**config.mk**
```make
export PLATFORM = sky130hd
export DESIGN_NAME = id_ex_reg_flat
export DESIGN_NICKNAME = d
export VERILOG_FILES = /design/src/rtl/id_ex_reg_if.sv /design/src/rtl/id_ex_reg.sv /design/src/flat_wrapper.sv
export SDC_FILE = /design/constraint.sdc
export NUM_CORES = 1
export LEC_CHECK = 0
export ABC_AREA = 1
export CORE_MARGIN = 1.5
export CORE_UTILIZATION = 34
export DETAILED_ROUTE_END_ITERATION = 16
export MAX_ROUTING_LAYER = met4
export PLACE_DENSITY_LB_ADDON = 0.15
export SLEW_MARGIN = 20
export SYNTH_ARGS = -nofsm -noshare
export SYNTH_HDL_FRONTEND = slang
export SYNTH_SLANG_ARGS = --single-unit
export TNS_END_PERCENT = 20
```
**constraint.sdc**
```tcl
create_clock -name clk_i -period 3.53 [get_ports clk_i]
set_input_delay 0.5295 -clock clk_i [delete_from_list [all_inputs] [get_ports clk_i]]
set_output_delay 0.5295 -clock clk_i [all_outputs]
set_load 0.01 [all_outputs]
```
**src/rtl/id_ex_reg_if.sv**
```systemverilog
// ---------------------------------------------------------------------------
// id_ex_reg_if
// Bundle of every non-clock/reset signal of the ID/EX pipeline register.
//
// Signal groups
//   ID side (into the register) : stall_i, flush_i, valid_i, RS1data_i,
//                                 RS2data_i, imm_i, rs1_addr_i, rs2_addr_i,
//                                 rd_addr_i, ALUCtrl_i, ALUSrc_i, RegWrite_i,
//                                 MemtoReg_i, MemRead_i, MemWrite_i
//   Forwarding sources          : EXMEM_RegWrite_i, EXMEM_rd_i, EXMEM_data_i,
//                                 MEMWB_RegWrite_i, MEMWB_rd_i, MEMWB_data_i
//   EX side (out of register)   : data1_o, data2_o, store_data_o, ALUCtrl_o,
//                                 rd_addr_o, valid_o, RegWrite_o, MemtoReg_o,
//                                 MemRead_o, MemWrite_o, hazard_o
//
// Modports
//   master : the surrounding pipeline, drives *_i and observes *_o
//   slave  : the ID/EX register itself
// ---------------------------------------------------------------------------
interface id_ex_reg_if #(
    parameter int XLEN = 32
);
    logic            stall_i;
    logic            flush_i;
    logic            valid_i;
    logic [XLEN-1:0] RS1data_i;
    logic [XLEN-1:0] RS2data_i;
    logic [XLEN-1:0] imm_i;
    logic [4:0]      rs1_addr_i;
    logic [4:0]      rs2_addr_i;
    logic [4:0]      rd_addr_i;
    logic [2:0]      ALUCtrl_i;
    logic            ALUSrc_i;
    logic            RegWrite_i;
    logic            MemtoReg_i;
    logic            MemRead_i;
    logic            MemWrite_i;

    logic            EXMEM_RegWrite_i;
    logic [4:0]      EXMEM_rd_i;
    logic [XLEN-1:0] EXMEM_data_i;
    logic            MEMWB_RegWrite_i;
    logic [4:0]      MEMWB_rd_i;
    logic [XLEN-1:0] MEMWB_data_i;

    logic [XLEN-1:0] data1_o;
    logic [XLEN-1:0] data2_o;
    logic [XLEN-1:0] store_data_o;
    logic [2:0]      ALUCtrl_o;
    logic [4:0]      rd_addr_o;
    logic            valid_o;
    logic            RegWrite_o;
    logic            MemtoReg_o;
    logic            MemRead_o;
    logic            MemWrite_o;
    logic            hazard_o;

    modport master (
        output stall_i, flush_i, valid_i, RS1data_i, RS2data_i, imm_i,
               rs1_addr_i, rs2_addr_i, rd_addr_i, ALUCtrl_i, ALUSrc_i,
               RegWrite_i, MemtoReg_i, MemRead_i, MemWrite_i,
               EXMEM_RegWrite_i, EXMEM_rd_i, EXMEM_data_i,
               MEMWB_RegWrite_i, MEMWB_rd_i, MEMWB_data_i,
        input  data1_o, data2_o, store_data_o, ALUCtrl_o, rd_addr_o,
               valid_o, RegWrite_o, MemtoReg_o, MemRead_o, MemWrite_o,
               hazard_o
    );

    modport slave (
        input  stall_i, flush_i, valid_i, RS1data_i, RS2data_i, imm_i,
               rs1_addr_i, rs2_addr_i, rd_addr_i, ALUCtrl_i, ALUSrc_i,
               RegWrite_i, MemtoReg_i, MemRead_i, MemWrite_i,
               EXMEM_RegWrite_i, EXMEM_rd_i, EXMEM_data_i,
               MEMWB_RegWrite_i, MEMWB_rd_i, MEMWB_data_i,
        output data1_o, data2_o, store_data_o, ALUCtrl_o, rd_addr_o,
               valid_o, RegWrite_o, MemtoReg_o, MemRead_o, MemWrite_o,
               hazard_o
    );
endinterface

```
**src/rtl/id_ex_reg.sv**
```systemverilog
// ---------------------------------------------------------------------------
// id_ex_reg
// ID/EX pipeline register with operand forwarding and load-use detection.
//
// Ports
//   clk_i : clock, rising edge
//   rst_i : asynchronous active-high reset, clears every registered field
//   bus   : id_ex_reg_if.slave, ID-side fields, forwarding sources and the
//           EX-side outputs (see id_ex_reg_if.sv)
//
// Update priority on each rising edge: reset > flush > stall > load.
//
// Configuration
//   ID_EX_FORWARD_EN : when defined, EX/MEM and MEM/WB results are
//                      forwarded onto the operands; when undefined the
//                      registered register-file values are used directly.
// ---------------------------------------------------------------------------
module id_ex_reg #(
    parameter int XLEN = 32
) (
    input  logic          clk_i,
    input  logic          rst_i,
    id_ex_reg_if.slave    bus
);

    logic            r_valid;
    logic [XLEN-1:0] r_rs1Data;
    logic [XLEN-1:0] r_rs2Data;
    logic [XLEN-1:0] r_imm;
    logic [4:0]      r_rs1Addr;
    logic [4:0]      r_rs2Addr;
    logic [4:0]      r_rdAddr;
    logic [2:0]      r_aluCtrl;
    logic            r_aluSrc;
    logic            r_regWrite;
    logic            r_memtoReg;
    logic            r_memRead;
    logic            r_memWrite;

    logic [XLEN-1:0] w_fwd1;
    logic [XLEN-1:0] w_fwd2;
    logic            w_memReadQual;

    // Pipeline register. Flush loads a bubble (everything zero) even when
    // stall is also asserted, so a squashed instruction can never be held.
    always_ff @(posedge clk_i or posedge rst_i) begin
        if (rst_i) begin
            r_valid    <= 1'b0;
            r_rs1Data  <= '0;
            r_rs2Data  <= '0;
            r_imm      <= '0;
            r_rs1Addr  <= 5'd0;
            r_rs2Addr  <= 5'd0;
            r_rdAddr   <= 5'd0;
            r_aluCtrl  <= 3'd0;
            r_aluSrc   <= 1'b0;
            r_regWrite <= 1'b0;
            r_memtoReg <= 1'b0;
            r_memRead  <= 1'b0;
            r_memWrite <= 1'b0;
        end else if (bus.flush_i) begin
            r_valid    <= 1'b0;
            r_rs1Data  <= '0;
            r_rs2Data  <= '0;
            r_imm      <= '0;
            r_rs1Addr  <= 5'd0;
            r_rs2Addr  <= 5'd0;
            r_rdAddr   <= 5'd0;
            r_aluCtrl  <= 3'd0;
            r_aluSrc   <= 1'b0;
            r_regWrite <= 1'b0;
            r_memtoReg <= 1'b0;
            r_memRead  <= 1'b0;
            r_memWrite <= 1'b0;
        end else if (!bus.stall_i) begin
            r_valid    <= bus.valid_i;
            r_rs1Data  <= bus.RS1data_i;
            r_rs2Data  <= bus.RS2data_i;
            r_imm      <= bus.imm_i;
            r_rs1Addr  <= bus.rs1_addr_i;
            r_rs2Addr  <= bus.rs2_addr_i;
            r_rdAddr   <= bus.rd_addr_i;
            r_aluCtrl  <= bus.ALUCtrl_i;
            r_aluSrc   <= bus.ALUSrc_i;
            r_regWrite <= bus.RegWrite_i;
            r_memtoReg <= bus.MemtoReg_i;
            r_memRead  <= bus.MemRead_i;
            r_memWrite <= bus.MemWrite_i;
        end
    end

`ifdef ID_EX_FORWARD_EN
    // EX/MEM is the younger result so it takes precedence over MEM/WB.
    // Index x0 is hardwired zero and must never pick up a forwarded value.
    always_comb begin
        w_fwd1 = r_rs1Data;
        if (bus.EXMEM_RegWrite_i && (bus.EXMEM_rd_i != 5'd0) &&
            (bus.EXMEM_rd_i == r_rs1Addr))
            w_fwd1 = bus.EXMEM_data_i;
        else if (bus.MEMWB_RegWrite_i && (bus.MEMWB_rd_i != 5'd0) &&
                 (bus.MEMWB_rd_i == r_rs1Addr))
            w_fwd1 = bus.MEMWB_data_i;
    end

    always_comb begin
        w_fwd2 = r_rs2Data;
        if (bus.EXMEM_RegWrite_i && (bus.EXMEM_rd_i != 5'd0) &&
            (bus.EXMEM_rd_i == r_rs2Addr))
            w_fwd2 = bus.EXMEM_data_i;
        else if (bus.MEMWB_RegWrite_i && (bus.MEMWB_rd_i != 5'd0) &&
                 (bus.MEMWB_rd_i == r_rs2Addr))
            w_fwd2 = bus.MEMWB_data_i;
    end
`else
    assign w_fwd1 = r_rs1Data;
    assign w_fwd2 = r_rs2Data;
`endif

    assign bus.data1_o      = w_fwd1;
    assign bus.data2_o      = r_aluSrc ? r_imm : w_fwd2;
    assign bus.store_data_o = w_fwd2;
    assign bus.ALUCtrl_o    = r_aluCtrl;
    assign bus.rd_addr_o    = r_rdAddr;
    assign bus.valid_o      = r_valid;
    assign bus.MemtoReg_o   = r_memtoReg;

    // Side-effecting controls of a bubble must stay inert even if stale
    // control bits were captured alongside valid=0.
    assign bus.RegWrite_o   = r_valid & r_regWrite;
    assign bus.MemRead_o    = r_valid & r_memRead;
    assign bus.MemWrite_o   = r_valid & r_memWrite;

    // Load-use hazard: the load in EX cannot forward in time to the
    // instruction currently decoding in ID, whatever its valid bit says.
    assign w_memReadQual    = r_valid & r_memRead & (r_rdAddr != 5'd0);
    assign bus.hazard_o     = w_memReadQual &
                              ((r_rdAddr == bus.rs1_addr_i) ||
                               (r_rdAddr == bus.rs2_addr_i));

endmodule

```
**src/flat_wrapper.sv**
```systemverilog
// flat-port wrapper written by rule: the top's interface ports become plain ports
module id_ex_reg_flat 
#(
    parameter int XLEN = 32
)
  (clk_i, rst_i, bus_stall_i, bus_flush_i, bus_valid_i, bus_RS1data_i, bus_RS2data_i, bus_imm_i, bus_rs1_addr_i, bus_rs2_addr_i, bus_rd_addr_i, bus_ALUCtrl_i, bus_ALUSrc_i, bus_RegWrite_i, bus_MemtoReg_i, bus_MemRead_i, bus_MemWrite_i, bus_EXMEM_RegWrite_i, bus_EXMEM_rd_i, bus_EXMEM_data_i, bus_MEMWB_RegWrite_i, bus_MEMWB_rd_i, bus_MEMWB_data_i, bus_data1_o, bus_data2_o, bus_store_data_o, bus_ALUCtrl_o, bus_rd_addr_o, bus_valid_o, bus_RegWrite_o, bus_MemtoReg_o, bus_MemRead_o, bus_MemWrite_o, bus_hazard_o);
  id_ex_reg_if #(.XLEN(XLEN)) bus_i ();
  input  logic clk_i;
  input  logic rst_i;
  input wire logic [$bits(bus_i.stall_i)-1:0] bus_stall_i;
  input wire logic [$bits(bus_i.flush_i)-1:0] bus_flush_i;
  input wire logic [$bits(bus_i.valid_i)-1:0] bus_valid_i;
  input wire logic [$bits(bus_i.RS1data_i)-1:0] bus_RS1data_i;
  input wire logic [$bits(bus_i.RS2data_i)-1:0] bus_RS2data_i;
  input wire logic [$bits(bus_i.imm_i)-1:0] bus_imm_i;
  input wire logic [$bits(bus_i.rs1_addr_i)-1:0] bus_rs1_addr_i;
  input wire logic [$bits(bus_i.rs2_addr_i)-1:0] bus_rs2_addr_i;
  input wire logic [$bits(bus_i.rd_addr_i)-1:0] bus_rd_addr_i;
  input wire logic [$bits(bus_i.ALUCtrl_i)-1:0] bus_ALUCtrl_i;
  input wire logic [$bits(bus_i.ALUSrc_i)-1:0] bus_ALUSrc_i;
  input wire logic [$bits(bus_i.RegWrite_i)-1:0] bus_RegWrite_i;
  input wire logic [$bits(bus_i.MemtoReg_i)-1:0] bus_MemtoReg_i;
  input wire logic [$bits(bus_i.MemRead_i)-1:0] bus_MemRead_i;
  input wire logic [$bits(bus_i.MemWrite_i)-1:0] bus_MemWrite_i;
  input wire logic [$bits(bus_i.EXMEM_RegWrite_i)-1:0] bus_EXMEM_RegWrite_i;
  input wire logic [$bits(bus_i.EXMEM_rd_i)-1:0] bus_EXMEM_rd_i;
  input wire logic [$bits(bus_i.EXMEM_data_i)-1:0] bus_EXMEM_data_i;
  input wire logic [$bits(bus_i.MEMWB_RegWrite_i)-1:0] bus_MEMWB_RegWrite_i;
  input wire logic [$bits(bus_i.MEMWB_rd_i)-1:0] bus_MEMWB_rd_i;
  input wire logic [$bits(bus_i.MEMWB_data_i)-1:0] bus_MEMWB_data_i;
  output wire logic [$bits(bus_i.data1_o)-1:0] bus_data1_o;
  output wire logic [$bits(bus_i.data2_o)-1:0] bus_data2_o;
  output wire logic [$bits(bus_i.store_data_o)-1:0] bus_store_data_o;
  output wire logic [$bits(bus_i.ALUCtrl_o)-1:0] bus_ALUCtrl_o;
  output wire logic [$bits(bus_i.rd_addr_o)-1:0] bus_rd_addr_o;
  output wire logic [$bits(bus_i.valid_o)-1:0] bus_valid_o;
  output wire logic [$bits(bus_i.RegWrite_o)-1:0] bus_RegWrite_o;
  output wire logic [$bits(bus_i.MemtoReg_o)-1:0] bus_MemtoReg_o;
  output wire logic [$bits(bus_i.MemRead_o)-1:0] bus_MemRead_o;
  output wire logic [$bits(bus_i.MemWrite_o)-1:0] bus_MemWrite_o;
  output wire logic [$bits(bus_i.hazard_o)-1:0] bus_hazard_o;
  assign bus_i.stall_i = bus_stall_i;
  assign bus_i.flush_i = bus_flush_i;
  assign bus_i.valid_i = bus_valid_i;
  assign bus_i.RS1data_i = bus_RS1data_i;
  assign bus_i.RS2data_i = bus_RS2data_i;
  assign bus_i.imm_i = bus_imm_i;
  assign bus_i.rs1_addr_i = bus_rs1_addr_i;
  assign bus_i.rs2_addr_i = bus_rs2_addr_i;
  assign bus_i.rd_addr_i = bus_rd_addr_i;
  assign bus_i.ALUCtrl_i = bus_ALUCtrl_i;
  assign bus_i.ALUSrc_i = bus_ALUSrc_i;
  assign bus_i.RegWrite_i = bus_RegWrite_i;
  assign bus_i.MemtoReg_i = bus_MemtoReg_i;
  assign bus_i.MemRead_i = bus_MemRead_i;
  assign bus_i.MemWrite_i = bus_MemWrite_i;
  assign bus_i.EXMEM_RegWrite_i = bus_EXMEM_RegWrite_i;
  assign bus_i.EXMEM_rd_i = bus_EXMEM_rd_i;
  assign bus_i.EXMEM_data_i = bus_EXMEM_data_i;
  assign bus_i.MEMWB_RegWrite_i = bus_MEMWB_RegWrite_i;
  assign bus_i.MEMWB_rd_i = bus_MEMWB_rd_i;
  assign bus_i.MEMWB_data_i = bus_MEMWB_data_i;
  assign bus_data1_o = bus_i.data1_o;
  assign bus_data2_o = bus_i.data2_o;
  assign bus_store_data_o = bus_i.store_data_o;
  assign bus_ALUCtrl_o = bus_i.ALUCtrl_o;
  assign bus_rd_addr_o = bus_i.rd_addr_o;
  assign bus_valid_o = bus_i.valid_o;
  assign bus_RegWrite_o = bus_i.RegWrite_o;
  assign bus_MemtoReg_o = bus_i.MemtoReg_o;
  assign bus_MemRead_o = bus_i.MemRead_o;
  assign bus_MemWrite_o = bus_i.MemWrite_o;
  assign bus_hazard_o = bus_i.hazard_o;
  id_ex_reg #(.XLEN(XLEN)) u_core (.clk_i(clk_i), .rst_i(rst_i), .bus(bus_i));
endmodule
```
==> flow_metrics.tcl, run 1 <==
set metrics [dict create \
    status "completed" \
    path_cells "nand2_1 -> o21ai_0 -> clkdlybuf4s50_1" \
    rsz0062_at_grt "no" \
    cp.arrival_ps 2210 \
    drtIter0Drc 256 \
    netlist_area_sq_mm 0.00517 \
    yosysSeqAreaShare_pct 53.3 \
    cts.clk_slew.worst_paths_ps 70 \
    fin_setup_tns_ps 0 \
    dieArea_sq_mm 0.0159 \
    ir_drop_mv 0.194 \
    cts_buffers 9 \
    final_cells 990 \
    cts_setup_buffers 0 \
    numPortBuffers 233 \
    vias 4785 \
    firstDrtPassIters 5 \
    relSlewSlack_pct 34.0 \
    grt_max_degree 110 \
    startpoint "u_core.r_aluSrc$_DFFE_PP0P_" \
    hold_buffers 0 \
    maxCapViolations 0 \
    final_max_slew_viol_count 0 \
    period_share_pct 77.7 \
    avgRoutedWirePerCell_um 14.7 \
    hold_depth 2 \
    final_nets 1001 \
    worst-path-stages 3 \
    critPathBufInv 1 \
    avgSynthCellArea_sq_um 8.55 \
    r2r_setup_slack_ps 2200 \
    ys_types 19 \
    antenna_left 0 \
    crit_slowest_cell "dfrtp_2" \
    vias_per_cell 4.83 \
    diodes 0 \
    fp.dieH_um 126 \
    fp-row-count 44 \
    rr_worst_depth 2 \
    ys_ff_latch 110 \
    grt_pass1_wl_um 23400 \
    grt_overflow 0 \
    cts_max_level 3 \
    holdWs_ps 508 \
    grt_pass1_vias 4569 \
    drive_gt1_share_pct 3.60 \
    clock-skew-final_ps 0 \
    place_congestion 0.819 \
    hpwl_um 9780 \
    insertion_delay_ps 350 \
    clock_path_buffers 2 \
    slowest_delay_ps 1020 \
    place_inst 974 \
    pre_cts_slack_ps 934 \
    die_x_um 126 \
    ys_warn_count 0 \
    critPathKind "reg2out" \
    crit_path_end "bus_data2_o[19]" \
    syn-num-nets 804 \
    final_hold_viol_count 0 \
    tightest_slew_ps 991 \
    finalSetupViolCount 0 \
    cts_tree "done" \
    max_freq_ghz 0.365 \
    cp-start-kind "flop" \
    core_sq_mm 0.0147 \
    r2r-start "u_core.r_aluSrc$_DFFE_PP0P_" \
    ioPinCount 310 \
    leakage_nw 3.34 \
    drc 0 \
    track_usage_pct 19.0 \
    power.density_mw_per_mm2 385 \
    fillers 1374 \
    rr_endpoint "u_core.r_aluSrc$_DFFE_PP0P_" \
    end_kind "output port" \
    initial_utilization_pct 35.1 \
    worst_slack_ps 787 \
    cts_resized 0 \
    syn2layout_area_growth_pct 48.6 \
    synthesis.instances 604 \
    worstPathRequired_ps 3000 \
    root_buffer "clkbuf_16" \
    wl_um 14600 \
    antenna_found_initial 0 \
    path_delay_family "flip-flops" \
    hold_path_class "reg2reg" \
    crit_path_max_fanout 65 \
    cts.sinks 110 \
    finalCriticalPeriod_ps 2740 \
]
registers in the layout (all words and copies together) (netlist names), 3 cells and up:
name                     cells
u_core.bus.store_data_o     32
u_core.r_imm                32
u_core.bus.ALUCtrl_o         3
u_core.bus.rd_addr_o         5
u_core.bus.data1_o          32
cells in the final DEF (no fill, tap or decap):
cell and count:
a21oi_1 1, buf_12 2, buf_4 3, clkbuf_1 1, clkbuf_16 9, clkdlybuf4s50_1 232
clkinv_2 3, clkinv_4 1, clkinvlp_4 2, dfrtp_1 109, dfrtp_2 1, inv_1 46
inv_4 2, nand2_1 130, nand2_8 1, nand3_1 137, nand4_1 1, nor2_1 4
o21ai_0 102, o21ai_1 11, o21ai_2 5, xnor2_1 2, xor2_1 1
cells by family (layout without fill, tap and decap cells):
| family | after synthesis | count (layout) | share of synthesized area (%) |
|---|---|---|---|
| and+or+nand+nor | 273 | 273 | 23.5 |
| AOI/OAI and AO/OA | 119 | 119 | 11.9 |
| DFF | 110 | 110 | 53.3 |
| buffers and inverters | 99 | 301 | 10.8 |
| xor gates and xnor gates | 3 | 3 | 0.509 |
area by class of cell:
| type | count | area, sq um | area share (%) |
|---|---|---|---|
| multi-input combinational | 395 | 1860 | 24.2 |
| clock inverter | 6 | 38.8 | 0.505 |
| clock buffer | 10 | 229 | 2.98 |
| inverter | 48 | 185 | 2.41 |
| tap | 184 | 230 | 3.00 |
| timing repair buffer | 237 | 2380 | 31.1 |
| sequential | 110 | 2750 | 35.9 |
worst reg2reg max path, stage by stage, from the launching register on:
cell and delay, ps:
dfrtp_2 1020, nand3_1 140, nand2_1 100
power by group:
part / internal, mW / leakage [nW] / total, mW / switching [mW]
combinational: 0.338 / 1.77 / 0.615 / 0.277
sequential: 1.34 / 1.44 / 1.40 / 0.0605
clock: 0.477 / 0.128 / 0.938 / 0.461
metrics by stage:
step           total power, mW  cell area [sq um]  utilization, %
2_1_floorplan             1.69               5170               -
3_3_place_gp              2.04               7410            50.4
3_5_place_dp              2.05               7410            50.4
4_1_cts                   3.00               7680            52.2
5_1_grt                   3.12               7680            52.2
6_report                  2.96               7680            52.2
worst min path at each step:
stage	startpoint	to	slack, ps
global route	u_core.bus.data1_o[22]$_DFFE_PP0P_	u_core.bus.data1_o[22]$_DFFE_PP0P_	530
global placement	u_core.bus.data1_o[30]$_DFFE_PP0P_	u_core.bus.data1_o[30]$_DFFE_PP0P_	490
finish	u_core.bus.data1_o[22]$_DFFE_PP0P_	u_core.bus.data1_o[22]$_DFFE_PP0P_	510
detailed placement	u_core.bus.data1_o[29]$_DFFE_PP0P_	u_core.bus.data1_o[29]$_DFFE_PP0P_	490
floorplan	u_core.r_imm[10]$_DFFE_PP0P_	u_core.r_imm[10]$_DFFE_PP0P_	480
CTS	u_core.bus.data1_o[29]$_DFFE_PP0P_	u_core.bus.data1_o[29]$_DFFE_PP0P_	510
routing by layer:
layer / track usage (%) / wire length, um / vias up
met4: 6.83 / 298 / 0
met2: 28.5 / 6660 / 168
met1: 25.1 / 6690 / 2215
met5: - / 0 / -
li1: - / - / 2383
met3: 4.63 / 927 / 19
Yosys cell counts:
library cell,n,area (sq um)
o21ai_1,11,55.1
buf_6,14,158
buf_4,17,128
o21ai_0,102,510
nand2_1,130,488
nor2_1,4,15.0
a21oi_1,1,5.00
xnor2_1,2,17.5
nand2_8,1,20.0
clkbuf_1,8,30.0
clkbuf_2,1,5.00
nand3_1,137,686
buf_2,11,55.1
inv_1,47,176
nand4_1,1,6.26
inv_4,1,6.26
xor2_1,1,8.76
o21ai_2,5,43.8
dfrtp_1,110,2750
Note: power is estimated with default switching activity, not from simulation.
==> run 2, diff against run 1 <==
- clock period: 3.53 -> 2.3 ns (I/O delays scaled with it)
==> flow_metrics.tcl, run 2 (synthesized netlist as in run 1, its figures left out) <==
set metrics [dict create \
    status "completed" \
    drtIter0Drc 263 \
    hpwl_um 10200 \
    rsz0062_at_grt "yes" \
    cts_tree "done" \
    r2r-start "u_core.r_aluSrc$_DFFE_PP0P_" \
    clock-skew-final_ps 0 \
    cp.arrival_ps 1880 \
    power.density_mw_per_mm2 603 \
    drc 0 \
    relSlewSlack_pct 62.8 \
    dieArea_sq_mm 0.0159 \
    total_power_mw 4.71 \
    avgRoutedWirePerCell_um 14.7 \
    insertion_delay_ps 340 \
    max_freq_ghz 0.450 \
    finalCriticalPeriod_ps 2220 \
    grt_util_met1_pct 23.9 \
    critPathKind "reg2out" \
    cts_setup_buffers 0 \
    place_congestion 0.851 \
    seq_power_share_pct 45.3 \
    vias 4802 \
    firstDrtPassIters 4 \
    final_hold_viol_count 0 \
    initial_utilization_pct 35.1 \
    intPower_mw 3.50 \
    clock_power_share_pct 33.9 \
    fp-row-count 44 \
    grt_pass1_vias 4693 \
    die_x_um 126 \
    path_delay_family "buffers and inverters" \
    numPortBuffers 233 \
    grt_pass1_wl_um 23700 \
    layout_common_cells "clkdlybuf4s50_1, nand3_1, nand2_1, dfrtp_1, o21ai_0" \
    final_max_slew_viol_count 0 \
    syn2layout_area_growth_pct 51.2 \
    busiest_layer "met2" \
    critPathBufInv 2 \
    path_cells "buf_4 -> o21ai_0 -> clkdlybuf4s50_1" \
    p_switching_mw 1.21 \
    worstPathRequired_ps 1960 \
    cts.clk_slew.worst_paths_ps 70 \
    hold_path_class "in2async" \
    maxCapViolations 0 \
    cts_buffers 9 \
    cp-start-kind "flop" \
    fp.dieH_um 126 \
    grt_use_met2_pct 31.1 \
    core_sq_mm 0.0147 \
    cts.sinks 110 \
    period_share_pct 96.7 \
    fin_area_sq_mm 0.00781 \
    grt_max_degree 104 \
    root_buffer "clkbuf_16" \
    drive_gt1_share_pct 4.32 \
    startpoint "u_core.r_aluSrc$_DFFE_PP0P_" \
    wl_um 14700 \
    finalSetupViolCount 0 \
    antenna_found_initial 0 \
    leakage_nw 3.42 \
    antenna_left 0 \
    crit_slowest_cell "clkdlybuf4s50_1" \
    clock_path_buffers 2 \
    final_common_cell "clkdlybuf4s50_1" \
    met3_usage_pct 4.08 \
    slowest_delay_ps 600 \
    pwr-share-comb_pct 20.8 \
    crit_path_max_fanout 15 \
    final_nets 1006 \
    track_usage_pct 19.1 \
    cts_max_level 3 \
    diodes 0 \
    end_kind "output port" \
    ioPinCount 310 \
    ir_drop_mv 0.309 \
    placedInstanceArea_sq_mm 0.00750 \
    swShare_pct 25.8 \
    grt_overflow 0 \
    vias_per_cell 4.83 \
    tightest_slew_ps 559 \
]
## run 2: cell types whose count changed in the layout (fill, tap and decap cells not counted)
cell,before,now
buf_12,2,6
buf_4,3,4
bufinv_16,0,1
clkbuf_1,1,0
clkbuf_8,0,2
clkdlybuf4s50_1,232,231
clkinv_2,3,1
clkinv_4,1,0
clkinvlp_4,2,4
dlymetal6s2s_1,0,1
inv_4,2,1
## run 2: routing by layer
metal	vias to the layer above	wire length [um]
met5	-	0
met1	2256	6650
met2	139	6950
met4	0	198
li1	2392	-
met3	15	861
## run 2: path summary, 6_finish.rpt
check,endpoint,slack [ps],depth (start not counted)
setup / recovery,bus_data2_o[28],80,3
setup reg to reg,u_core.r_aluSrc$_DFFE_PP0P_,1480,2
hold reg to reg,u_core.r_imm[1]$_DFFE_PP0P_,510,2
min in group clk_i,u_core.bus.data1_o[31]$_DFFE_PP0P_,430,2
hold / removal,u_core.bus.valid_o$_DFFE_PP0P_,340,2
max in group asynchronous,u_core.r_imm[8]$_DFFE_PP0P_,1350,3
## run 2: power groups by stage
stage	registers (mW)	logic [mW]	clock network [mW]
2_1_floorplan	2.20	0.388	0
3_3_place_gp	2.17	0.977	0
3_5_place_dp	2.18	0.989	0
4_1_cts	2.14	0.993	1.66
5_1_grt	2.16	1.07	1.74
6_report	2.14	0.980	1.60
## run 2: metrics by stage
step | setup WS [ps] | setup TNS, ps | util (%) | hold WS [ps] | instances
after floorplan | 626 | 0 | - | 475 | 604
after global placement | 96.6 | 0 | 51.0 | 491 | 979
after detailed placement | 94.2 | 0 | 51.0 | 494 | 979
after CTS | 10.5 | 0 | 53.1 | 330 | 995
after global routing | -57.6 | -413 | 53.1 | 350 | 995
final | 75.7 | 0 | 53.1 | 335 | 995
## run 2: cell type report
type,instances,area (sq um)
Tap cell,184,230
Multi-Input combinational cell,395,1860
Clock inverter,5,57.6
Fill cell,1385,6890
Clock buffer,11,253
Inverter,48,186
Sequential cell,110,2750
Timing Repair Buffer,242,2470
## run 2: repair_timing
| action | 4_1_cts | 5_1_grt |
|---|---|---|
| endpoints found under the setup margin | 0 | 15 |
| hold buffers | 0 | 0 |
| gates resized for setup | 0 | 1 |
==> run 3, diff against run 2 <==
- ABC_AREA: 1 -> unset
- CORE_UTILIZATION: 34 -> 33
==> flow_metrics.tcl, run 3 <==
set metrics [dict create \
    status "completed" \
    fp-row-count 44 \
    track_usage_pct 17.9 \
    place_inst 813 \
    cts_buffers 9 \
    synth-edff-count 0 \
    grt_pass1_wl_um 21600 \
    relSlewSlack_pct 60.4 \
    finalSetupViolCount 0 \
    firstDrtPassIters 4 \
    swShare_pct 23.9 \
    finalCriticalPeriod_ps 2160 \
    p_switching_mw 1.09 \
    path_delay_family "buffers and inverters" \
    slowest_delay_ps 510 \
    holdWs_ps 434 \
    ys_warn_count 0 \
    worstPathRequired_ps 1960 \
    syn2layout_area_growth_pct 57.9 \
    cts.sinks 110 \
    pre_cts_slack_ps 38.7 \
    rsz0062_at_grt "no" \
    grt_pass1_vias 4157 \
    synthArstFlopShare_pct 100 \
    cp.arrival_ps 1810 \
    clock-skew-final_ps 0 \
    hp-start "bus_flush_i" \
    clock_path_buffers 2 \
    leakage_nw 3.63 \
    cts_tree "done" \
    avgSynthCellArea_sq_um 12.0 \
    hpwl_um 9580 \
    core_sq_mm 0.0146 \
    synthesis.instances 411 \
    vias_per_cell 4.66 \
    final_nets 842 \
    diodes 0 \
    path_cells "buf_12 -> mux2_2 -> clkdlybuf4s50_1" \
    yosysSeqAreaShare_pct 55.8 \
    crit_slowest_cell "clkdlybuf4s50_1" \
    startpoint "u_core.r_aluSrc$_DFFE_PP0P_" \
    worst_slack_ps 144 \
    power.density_mw_per_mm2 586 \
    netlist_area_sq_mm 0.00493 \
    r2r-start "u_core.r_aluSrc$_DFFE_PP0P_" \
    ys_top_cells_by_area "dfrtp_1, mux2i_1, nor2_1, mux2_2, buf_4" \
    ys_types 16 \
    avgRoutedWirePerCell_um 16.1 \
    ioPinCount 310 \
    vias 3869 \
    fp.dieH_um 125 \
    pwr-share-comb_pct 20.2 \
    layout_common_cells "clkdlybuf4s50_1, mux2i_1, nor2_1, dfrtp_1, mux2_2" \
    antenna_found_initial 0 \
    place_congestion 0.795 \
    hold_path_class "in2reg" \
    final_max_slew_viol_count 0 \
    period_share_pct 93.7 \
    die_x_um 125 \
    wl_um 13300 \
    grt_max_degree 50 \
    final_cells 830 \
    ir_drop_mv 0.331 \
    maxCapViolations 0 \
    drive_gt1_share_pct 9.91 \
    cp-start-kind "flop" \
    critPathBufInv 2 \
    r2r_setup_slack_ps 1370 \
    final_hold_viol_count 0 \
    placedInstanceArea_sq_mm 0.00749 \
    max_freq_ghz 0.464 \
    syn-num-nets 611 \
    drtIter0Drc 199 \
    numPortBuffers 233 \
    cts.clk_slew.worst_paths_ps 70 \
    insertion_delay_ps 340 \
    total_power_mw 4.56 \
    intPower_mw 3.47 \
    clock_power_share_pct 33.4 \
    ys_ff_latch 110 \
    drc 0 \
    synth_common_cells "dfrtp_1, mux2i_1, nor2_1" \
    dieArea_sq_mm 0.0157 \
    seq_power_share_pct 46.4 \
    fin_area_sq_mm 0.00779 \
    fin_setup_tns_ps 0 \
    tightest_slew_ps 595 \
    antenna_left 0 \
    end_kind "output port" \
    final_common_cell "clkdlybuf4s50_1" \
    crit_path_max_fanout 18 \
    grt_overflow 0 \
    initial_utilization_pct 33.8 \
    synth_flop_cell "dfrtp_1" \
    synth.top_cell.area_share_pct 55.8 \
    yosysTopAreaCell "dfrtp_1" \
    cts_max_level 3 \
    utilization_pct 53.4 \
    root_buffer "clkbuf_16" \
    critPathKind "reg2out" \
]
-- run 3: final timing paths --
kind / endpoint / cells after the start
worst max-delay path: bus_data2_o[4] / 3
worst min-delay path: u_core.bus.data1_o[5]$_DFFE_PP0P_ / 2
worst max register to register: u_core.r_aluSrc$_DFFE_PP0P_ / 3
worst min register to register: u_core.r_regWrite$_DFFE_PP0P_ / 2
max in group asynchronous: u_core.bus.rd_addr_o[3]$_DFFE_PP0P_ / 3
min in group asynchronous: u_core.bus.data1_o[2]$_DFFE_PP0P_ / 3
-- run 3: cells by family after synthesis --
kind of cell | share of synthesized area [%]
DFF | 55.8
muxes | 29.6
buffers and inverters | 3.27
AOI/OAI and AO/OA | 0.203
and+or+nand+nor | 9.31
xor gates and xnor gates | 1.78
-- run 3: final cells by class --
| cell class | instances | area (sq um) |
|---|---|---|
| Clock buffer | 14 | 254 |
| Clock inverter | 1 | 30.0 |
| Fill cell | 1269 | 6800 |
| Inverter | 1 | 7.51 |
| Multi-Input combinational cell | 272 | 2020 |
| Sequential cell | 110 | 2760 |
| Tap cell | 184 | 230 |
| Timing Repair Buffer | 248 | 2490 |
-- run 3: metal layers --
| layer | wire length, um | vias up | GRT usage [%] |
|---|---|---|---|
| met5 | 0 | - | - |
| li1 | - | 1839 | - |
| met1 | 5960 | 1869 | 22.4 |
| met2 | 6280 | 147 | 28.4 |
| met3 | 896 | 14 | 4.75 |
| met4 | 211 | 0 | 5.88 |
-- run 3: power groups by stage --
stage                     Combinational, mW  Sequential [mW]  Clock (mW)
after floorplan                       0.366             2.17           0
after global placement                0.913             2.15           0
after detailed placement              0.926             2.16           0
after CTS                             0.937             2.12        1.59
after global routing                  0.996             2.13        1.66
final                                 0.921             2.12        1.53
-- run 3: repair_timing --
action,in CTS,in global routing
resized for setup,3,0
hold buffers,0,0
buffers inserted,2,0
setup endpoints to repair,25,0
